--- config.mk ---
export PLATFORM = sky130hd
export DESIGN_NAME = rand_rotation_scheduler
export DESIGN_NICKNAME = d
export VERILOG_FILES = /design/src/rtl/prince_rand_pkg.sv /design/src/rtl/rand_byte_rotate.sv /design/src/rtl/rand_rotation_scheduler.sv
export SDC_FILE = /design/constraint.sdc
export NUM_CORES = 2
export LEC_CHECK = 0
export CORE_UTILIZATION = 40
export CTS_BUF_LIST = sky130_fd_sc_hd__clkbuf_16
export CTS_CLUSTER_SIZE = 24
export DETAILED_ROUTE_END_ITERATION = 8
export SYNTH_ARGS = -nofsm -noshare
export SYNTH_HDL_FRONTEND = slang
export SYNTH_SLANG_ARGS = --single-unit
--- constraint.sdc ---
create_clock -name clk -period 7.8 [get_ports clk]
set_input_delay 1.56 -clock clk [delete_from_list [all_inputs] [get_ports clk]]
set_output_delay 1.56 -clock clk [all_outputs]
set_load 0.005 [all_outputs]
--- src/rtl/prince_rand_pkg.sv ---
// Shared constants and types for the PRINCE mask-randomness scheduler.
package prince_rand_pkg;

  localparam int unsigned RAND_W  = 216;
  localparam int unsigned BYTE_W  = 8;
  localparam int unsigned N_ROT   = 8;
  localparam int unsigned ROT_W   = 3;
  localparam int unsigned N_BYTES = RAND_W / BYTE_W;

  typedef logic [RAND_W-1:0] rand_vec_t;
  typedef logic [ROT_W-1:0]  rot_idx_t;

endpackage

--- src/rtl/rand_byte_rotate.sv ---
// Combinational variable right-rotate by whole bytes.
//   din  : vector to rotate
//   rot  : rotation amount k in bytes (0 = identity)
//   dout : {din[8k-1:0], din[RAND_W-1:8k]}
module rand_byte_rotate
  import prince_rand_pkg::*;
(
  input  rand_vec_t din,
  input  rot_idx_t  rot,
  output rand_vec_t dout
);

  // Mux over the N_ROT constant rotations; k=0 reduces to din.
  always_comb begin
    dout = din;
    for (int unsigned k = 0; k < N_ROT; k++) begin
      if (rot == rot_idx_t'(k)) begin
        dout = (din >> (k * BYTE_W)) | (din << ((RAND_W - k * BYTE_W) % RAND_W));
      end
    end
  end

endmodule

--- src/rtl/rand_rotation_scheduler.sv ---
// Serves each fresh randomness vector N_ROT times, byte-rotated by k=0..N_ROT-1,
// with a shadow buffer so the next vector loads in the background.
//   clk, rst_n   : clock, async active-low reset
//   flush        : sync pulse, discard all held randomness
//   fresh_rand   : fresh vector, with fresh_valid / fresh_ready handshake
//   stage_req    : pipeline asks for one stage's masks
//   stage_grant  : rand_out valid for this request (same cycle)
//   rand_out     : active vector rotated right by rot_idx bytes, 0 when empty
//   rot_idx      : current rotation index k
//   starved      : stage_req high while no active vector
module rand_rotation_scheduler
  import prince_rand_pkg::*;
(
  input  logic      clk,
  input  logic      rst_n,
  input  logic      flush,
  input  rand_vec_t fresh_rand,
  input  logic      fresh_valid,
  output logic      fresh_ready,
  input  logic      stage_req,
  output logic      stage_grant,
  output rand_vec_t rand_out,
  output rot_idx_t  rot_idx,
  output logic      starved
);

  rand_vec_t active_reg, active_reg_nxt;
  rand_vec_t shadow_reg, shadow_reg_nxt;
  logic      active_vld, active_vld_nxt;
  logic      shadow_vld, shadow_vld_nxt;
  rot_idx_t  rot_q, rot_nxt;
  rand_vec_t rot_vec;
  logic      accept;
  logic      last;

  rand_byte_rotate u_rotate (
    .din  (active_reg),
    .rot  (rot_q),
    .dout (rot_vec)
  );

  // Handshakes and outputs, all combinational from state and inputs.
  always_comb begin
    fresh_ready = ~shadow_vld & ~flush;
    accept      = fresh_valid & fresh_ready;
    stage_grant = stage_req & active_vld & ~flush;
    starved     = stage_req & ~active_vld;
    last        = stage_grant & (rot_q == rot_idx_t'(N_ROT - 1));
    rand_out    = active_vld ? rot_vec : '0;
    rot_idx     = rot_q;
  end

  // Next state: flush dominates; exhaustion promotes the shadow; accept routes
  // to active when it is (or is about to be) empty and nothing is queued.
  always_comb begin
    active_reg_nxt = active_reg;
    shadow_reg_nxt = shadow_reg;
    active_vld_nxt = active_vld;
    shadow_vld_nxt = shadow_vld;
    rot_nxt        = rot_q;

    if (flush) begin
      active_reg_nxt = '0;
      shadow_reg_nxt = '0;
      active_vld_nxt = 1'b0;
      shadow_vld_nxt = 1'b0;
      rot_nxt        = '0;
    end else begin
      if (last) begin
        rot_nxt        = '0;
        active_reg_nxt = shadow_reg;
        active_vld_nxt = shadow_vld;
        shadow_vld_nxt = 1'b0;
      end else if (stage_grant) begin
        rot_nxt = rot_q + rot_idx_t'(1);
      end

      if (accept) begin
        if ((~active_vld | last) & ~shadow_vld) begin
          active_reg_nxt = fresh_rand;
          active_vld_nxt = 1'b1;
          rot_nxt        = '0;
        end else begin
          shadow_reg_nxt = fresh_rand;
          shadow_vld_nxt = 1'b1;
        end
      end
    end
  end

  // State registers.
  always_ff @(posedge clk or negedge rst_n) begin
    if (!rst_n) begin
      active_reg <= '0;
      shadow_reg <= '0;
      active_vld <= 1'b0;
      shadow_vld <= 1'b0;
      rot_q      <= '0;
    end else begin
      active_reg <= active_reg_nxt;
      shadow_reg <= shadow_reg_nxt;
      active_vld <= active_vld_nxt;
      shadow_vld <= shadow_vld_nxt;
      rot_q      <= rot_nxt;
    end
  end

endmodule

== Word level (Yosys, flattened, before mapping) ==
Cells that the tools add are included.

* Latch bits: 0
* Input bits: 221
* Register bits after elaboration: 437
* Memories: 0
* Memory bits (writable): 0
* Memory bits (read-only): 0
* Output and inout bits: 222
* Word-level logic and storage cells: 65

* Reduce and logical (&&, ||, !) cells: 3
* $lt $le $gt $ge: 0
* Divide/modulo/power cells: 0
* Multipliers: 0
* Bitwise gates (word level): 19
* Mux-type cells: 29
* Shift-type cells: 0
* Eq/ne operators: 8
* Add/sub/neg operators: 1

{| class="wikitable"
|+ Operator list
! operator !! count
|-
| $mux W216 || 16
|-
| $or A160 B216 Y216 || 1
|-
| $or A168 B216 Y216 || 1
|-
| $or A176 B216 Y216 || 1
|-
| $or A184 B216 Y216 || 1
|-
| $or A192 B216 Y216 || 1
|-
| $or A200 B216 Y216 || 1
|-
| $or A208 B216 Y216 || 1
|-
| $or A216 B216 Y216 || 1
|-
| $mux W3 || 5
|-
| $eq A3 B3 Y1 const B || 4
|-
| $mux W1 || 8
|-
| $and A1 B1 Y1 || 7
|-
| $eq A3 B2 Y1 const B || 2
|-
| $add A3 B1 Y3 const B || 1
|-
| $eq A3 B1 Y1 const B || 1
|-
| $logic_not A3 Y1 || 1
|-
| $not A1 Y1 || 3
|-
| $ne A2 B2 Y1 const B || 1
|-
| $reduce_and A2 Y1 || 1
|-
| $reduce_bool A2 Y1 || 1
|-
| $or A1 B1 Y1 || 1
|}

== Longest topological paths before layout ==
* Depth in word-level cells: 10
* Mapped depth: 10
* Gate-level depth less buffers: 6

== By module ==
A second synthesis with hierarchy kept.

* Cell total of the unflattened synthesis: 3,960
* Area, all modules: 33,612.2 sq um

{| class="wikitable"
|+ By module, submodules not included
! module !! cells an instance !! seq. area each (sq um) !! area an instance (sq um) !! times used
|-
| rand_rotation_scheduler || 2,193 || 10,935.5 || 21,906.0 || 1
|-
| rand_byte_rotate || 1,767 || 0.0 || 11,706.2 || 1
|}

== Worst setup path after synthesis ==
No wires, ideal clock.

* Path type: register to output
* Start point: reg rot_q[0] (netlist: rot_idx[0])
* End point: out rand_out[149]
* Data arrival time: 2.170 ns
* Path slack: 4.070 ns
* Stages on the path, launching flop included: 11
* Path buffers: 4
* Path through: dfrtp_1 ha_1 ha_1 clkbuf_1 inv_2 buf_2 buf_2 buf_1 o221ai_1 nor4_1 o2bb2ai_1

* Word-level cells in the longest chain between the ends: 10
* Elaborated cells between the ends (all ways): 17
* Classes of those cells: eq/ne: 7; mux: 9; reduce/logical: 1

{| class="wikitable"
|+ RTL lines
! item !! line !! text
|-
| start, declared || rand_rotation_scheduler.sv:31 || <nowiki>rot_idx_t rot_q, rot_nxt;</nowiki>
|-
| start signal, assigned || rand_rotation_scheduler.sv:104 || <nowiki>rot_q <= rot_nxt;</nowiki>
|-
| $logic_not A3 Y1 || rand_byte_rotate.sv:17 || <nowiki>if (rot == rot_idx_t'(k)) begin</nowiki>
|-
| $mux W216 (7 in a row) || rand_byte_rotate.sv:17 ||
|-
| $mux W216 * || rand_byte_rotate.sv:17 ||
|-
| $mux W216 * || rand_rotation_scheduler.sv:49 || <nowiki>rand_out = active_vld ? rot_vec : '0;</nowiki>
|-
| end, declared || rand_rotation_scheduler.sv:22 || <nowiki>output rand_vec_t rand_out,</nowiki>
|}

Mark *: on every way between the ends. The rest lies on a longest branch, timed or not.

== Final worst setup path ==
* Start point: reg rot_q[0] (netlist: rot_idx[0])
* End point: out rand_out[55]

The elaborated chain is that of the path after synthesis.

==> metrics.txt <==
status complete, no violations; Final Skew 0.0194 ns; sink of the worst hold path shadow_reg[104]; Finished Core Util around 46%; Synth Net Count around 5.0k; main area contributors after synthesis sky130_fd_sc_hd__dfrtp_1 31%, sky130_fd_sc_hd__nand2_1 9.2%, sky130_fd_sc_hd__clkbuf_1 6.4%; count of hold-fix buffers inserted at cts 0; DR pass1 iterations 8; worst-path fanout max roughly 220; flip-flop and latch count after synthesis 437; Die Height 299 um; area inside the core boundary approximately 0.087 sq mm; total overflow reported by the global router 0; Initial Utilization 40.5%; standard cell with the maximum stage delay on the critical path sky130_fd_sc_hd__inv_8; ports placed on the boundary 443; DR vias 41.0k; switching part of the total between 30% and 40%; instance count along the most critical hold path 2; Setup TNS 0 ns; nature of the critical path endpoint output pin; worst reg-to-reg path cell count 8; clock tree root driver cell sky130_fd_sc_hd__clkbuf_16; ratio of total power to cell area 159 mW/mm^2; area grow syn2layout 14.4%; final period demand of the worst path 6.40 ns; number of remaining DRC errors 0; CTS clk-pin slew, worst paths 0.06 ns; antenna violations before repair 4; part of the power in registers 43.9%; Inserted Clock Buffers 53; final period utilization 82.0%; worst hold path startpoint shadow_reg[104]; detail-routed net length per standard cell approximately 30 um; residual antenna-violating net count after detailed routing 0; register-to-register path setup slack 3.17 ns; Psw 2110 uW; pin slew with the least headroom to its limit 1.24 ns; share of synthesized area occupied by flip-flops and latches 31.0%; Final Slew Violations 0; Lkg Pwr 0.0144 uW; number of gates given a new drive strength after cts 0; clock tree from TritonCTS yes; category of the critical setup timing path reg -> out; startpoint type of the worst setup path flip-flop; Buffers on Ports ~440; setup-violating endpoint count in the final report 0; Mapped Avg Cell Area 7.47 sq um; number of core rows about 110; internal power consumption about 4300 uW; final routed wirelength across all metal layers 170000 um; cells traversed along the worst timing path ha_1, ha_4, inv_8, buf_4, o221ai_1, nor4_1, o2bb2ai_1, clkdlybuf4s50_1; buffer count from post-CTS setup fixing 0; overall die area roughly 0.089 sq mm; via density per instance 7.22; layout cells sized above 1 3.22%; relative contribution of combinational cells to total power roughly 17%; clock sinks 437; number of hold-slack violations in the final timing report 0; clock network power share 38.9%; IR drop worst, VDD 126 uV; via count of the first global-routing pass 36.6k; classification of the worst-slack hold path reg -> reg; worst path setup slack after routing 1.40 ns; Worst slew margin 17.5%; synth unique cells 35; count of inserted antenna diode cells 0; tightest hold margin about 0.52 ns; fin nets 4717; cell type with the largest total area after synthesis sky130_fd_sc_hd__dfrtp_1; H-Tree Level Count 2; Ys Warns 0; worst stage delay on the critical path 0.79 ns; timing-limited maximum frequency around 160 MHz; total half-perimeter wirelength after legalization and detailed placement 102000 um; number of standard cells after synthesis 4729; first-pass GRT wire length around 250000 um; starting DRC count in detailed routing 7401; worst slack at placement 2.23 ns; final estimated routing congestion in global placement 0.906; endpoint required time on the critical path approximately 6.2 ns; overall track demand over capacity in global routing ~36%; reg2reg end active_reg[87]; max-cap viol count 0; reg-to-reg startpoint rot_idx[0]; total buffers and inverters traversed by the critical path 3; pin count of the biggest net entering global routing 237; worst path arrival time 4.84 ns; Yosys top cell area share 31.0%; kind of cell adding the most delay to the critical path buffers and inverters; number of buffers between clock root and the deepest sink 3; clock latency at the later pin of the worst-skew pair 0.63 ns; Mapped Area 0.0353 sq mm; RSZ-0062 raised after global routing false; x dimension of the die 299 um
-- metal layers --
layer  track usage [%]  routed length, um  vias up
li1                  -                  -    17400
met1              50.5              66300    19800
met2              52.0              71600     3290
met3              7.27              20900      574
met4              20.8              11700        6
met5                 0                 34        -
-- how the worst max path moves through the flow --
stage / cells past startpoint / end / startpoint / slack, ns
floorplan: 10 / rand_out[149] / rot_idx[0] / 4.07
global placement: 8 / rand_out[196] / rot_idx[0] / 2.30
detailed placement: 8 / rand_out[196] / rot_idx[0] / 2.23
CTS: 8 / rand_out[20] / rot_idx[0] / 1.61
global route: 8 / rand_out[158] / rot_idx[0] / 1.30
finish: 8 / rand_out[55] / rot_idx[0] / 1.40
-- power groups by stage --
| stage | combinational, uW | sequential, uW | clock [uW] |
|---|---|---|---|
| final | 1100 | 2820 | 2490 |
| after global routing | 1180 | 2810 | 2600 |
| after CTS | 1080 | 2780 | 2520 |
| after detailed placement | 1070 | 2820 | 0 |
| after global placement | 1070 | 2820 | 0 |
| after floorplan | 785 | 2450 | 0 |
-- placed cells by master, fill, tap and decap left out, types with 3 or more instances in the layout --
cell type,n
sky130_fd_sc_hd__nand2_1,866
sky130_fd_sc_hd__clkdlybuf4s50_1,440
sky130_fd_sc_hd__dfrtp_1,436
sky130_fd_sc_hd__nor2_1,434
sky130_fd_sc_hd__a21oi_1,220
sky130_fd_sc_hd__o21ai_0,217
sky130_fd_sc_hd__nor3b_1,216
sky130_fd_sc_hd__a311oi_1,216
sky130_fd_sc_hd__nor4_1,216
sky130_fd_sc_hd__o22ai_1,216
sky130_fd_sc_hd__a2bb2oi_1,216
sky130_fd_sc_hd__a221oi_1,216
sky130_fd_sc_hd__o2bb2ai_1,216
sky130_fd_sc_hd__o221ai_1,215
sky130_fd_sc_hd__clkbuf_16,54
sky130_fd_sc_hd__buf_4,34
sky130_fd_sc_hd__buf_12,20
sky130_fd_sc_hd__inv_1,16
sky130_fd_sc_hd__clkinv_1,9
sky130_fd_sc_hd__clkinv_2,8
sky130_fd_sc_hd__bufinv_16,6
sky130_fd_sc_hd__nor3_1,5
sky130_fd_sc_hd__ha_1,4
sky130_fd_sc_hd__nor2_4,3
-- final cells by class --
| type | count | area (sq um) |
|---|---|---|
| multi-input combinational | 3497 | 21200 |
| sequential | 437 | 10900 |
| clock inverter | 39 | 339 |
| tap | 1155 | 1450 |
| clock buffer | 54 | 1350 |
| timing repair buffer | 496 | 5090 |
| fill | 8581 | 46800 |
| inverter | 5 | 26.3 |
-- worst reg2reg max path, stage by stage, from the launching register on --
cell,delay [ns]
sky130_fd_sc_hd__dfrtp_1,0.44
sky130_fd_sc_hd__ha_1,0.30
sky130_fd_sc_hd__ha_4,0.34
sky130_fd_sc_hd__inv_8,0.83
sky130_fd_sc_hd__buf_4,0.83
sky130_fd_sc_hd__or2_4,0.64
sky130_fd_sc_hd__buf_4,0.65
sky130_fd_sc_hd__nand2_1,0.26
sky130_fd_sc_hd__a311oi_1,0.28
-- through the flow --
stage | std cells | cell area [sq um] | power (uW)
floorplan | 4729 | 35300 | 3240
global placement | 5590 | 38700 | 3890
detailed placement | 5590 | 38700 | 3890
CTS | 5683 | 40400 | 6380
global route | 5683 | 40400 | 6590
finish | 5683 | 40400 | 6410
-- cell families after synthesis --
group                      count (synthesis)  synth area share, %
AOI/OAI and AO/OA                       1734                 36.8
buffers and inverters                    795                 9.29
adders and majority gates                  6                0.213
DFF                                      437                 31.0
and+or+nand+nor                         1755                 22.6
muxes                                      2               0.0567
-- synthesized netlist by cell type, drive strengths merged --
master	number
nand2	868
clkbuf	604
dfrtp	437
nor2	437
a21oi	220
o21ai	217
a221oi	216
a2bb2oi	216
a311oi	216
nor3b	216
nor4	216
o22ai	216
o2bb2ai	216
o221ai	215
buf	186
ha	6
inv	5
nor3	5
nand2b	3
and2	2
mux2i	2
nand3b	2
a21boi	1
and3	1
nand3	1
nor2b	1
o31a	1
or2	1
or3b	1
or4	1
Power figures use the tool's default switching activity.
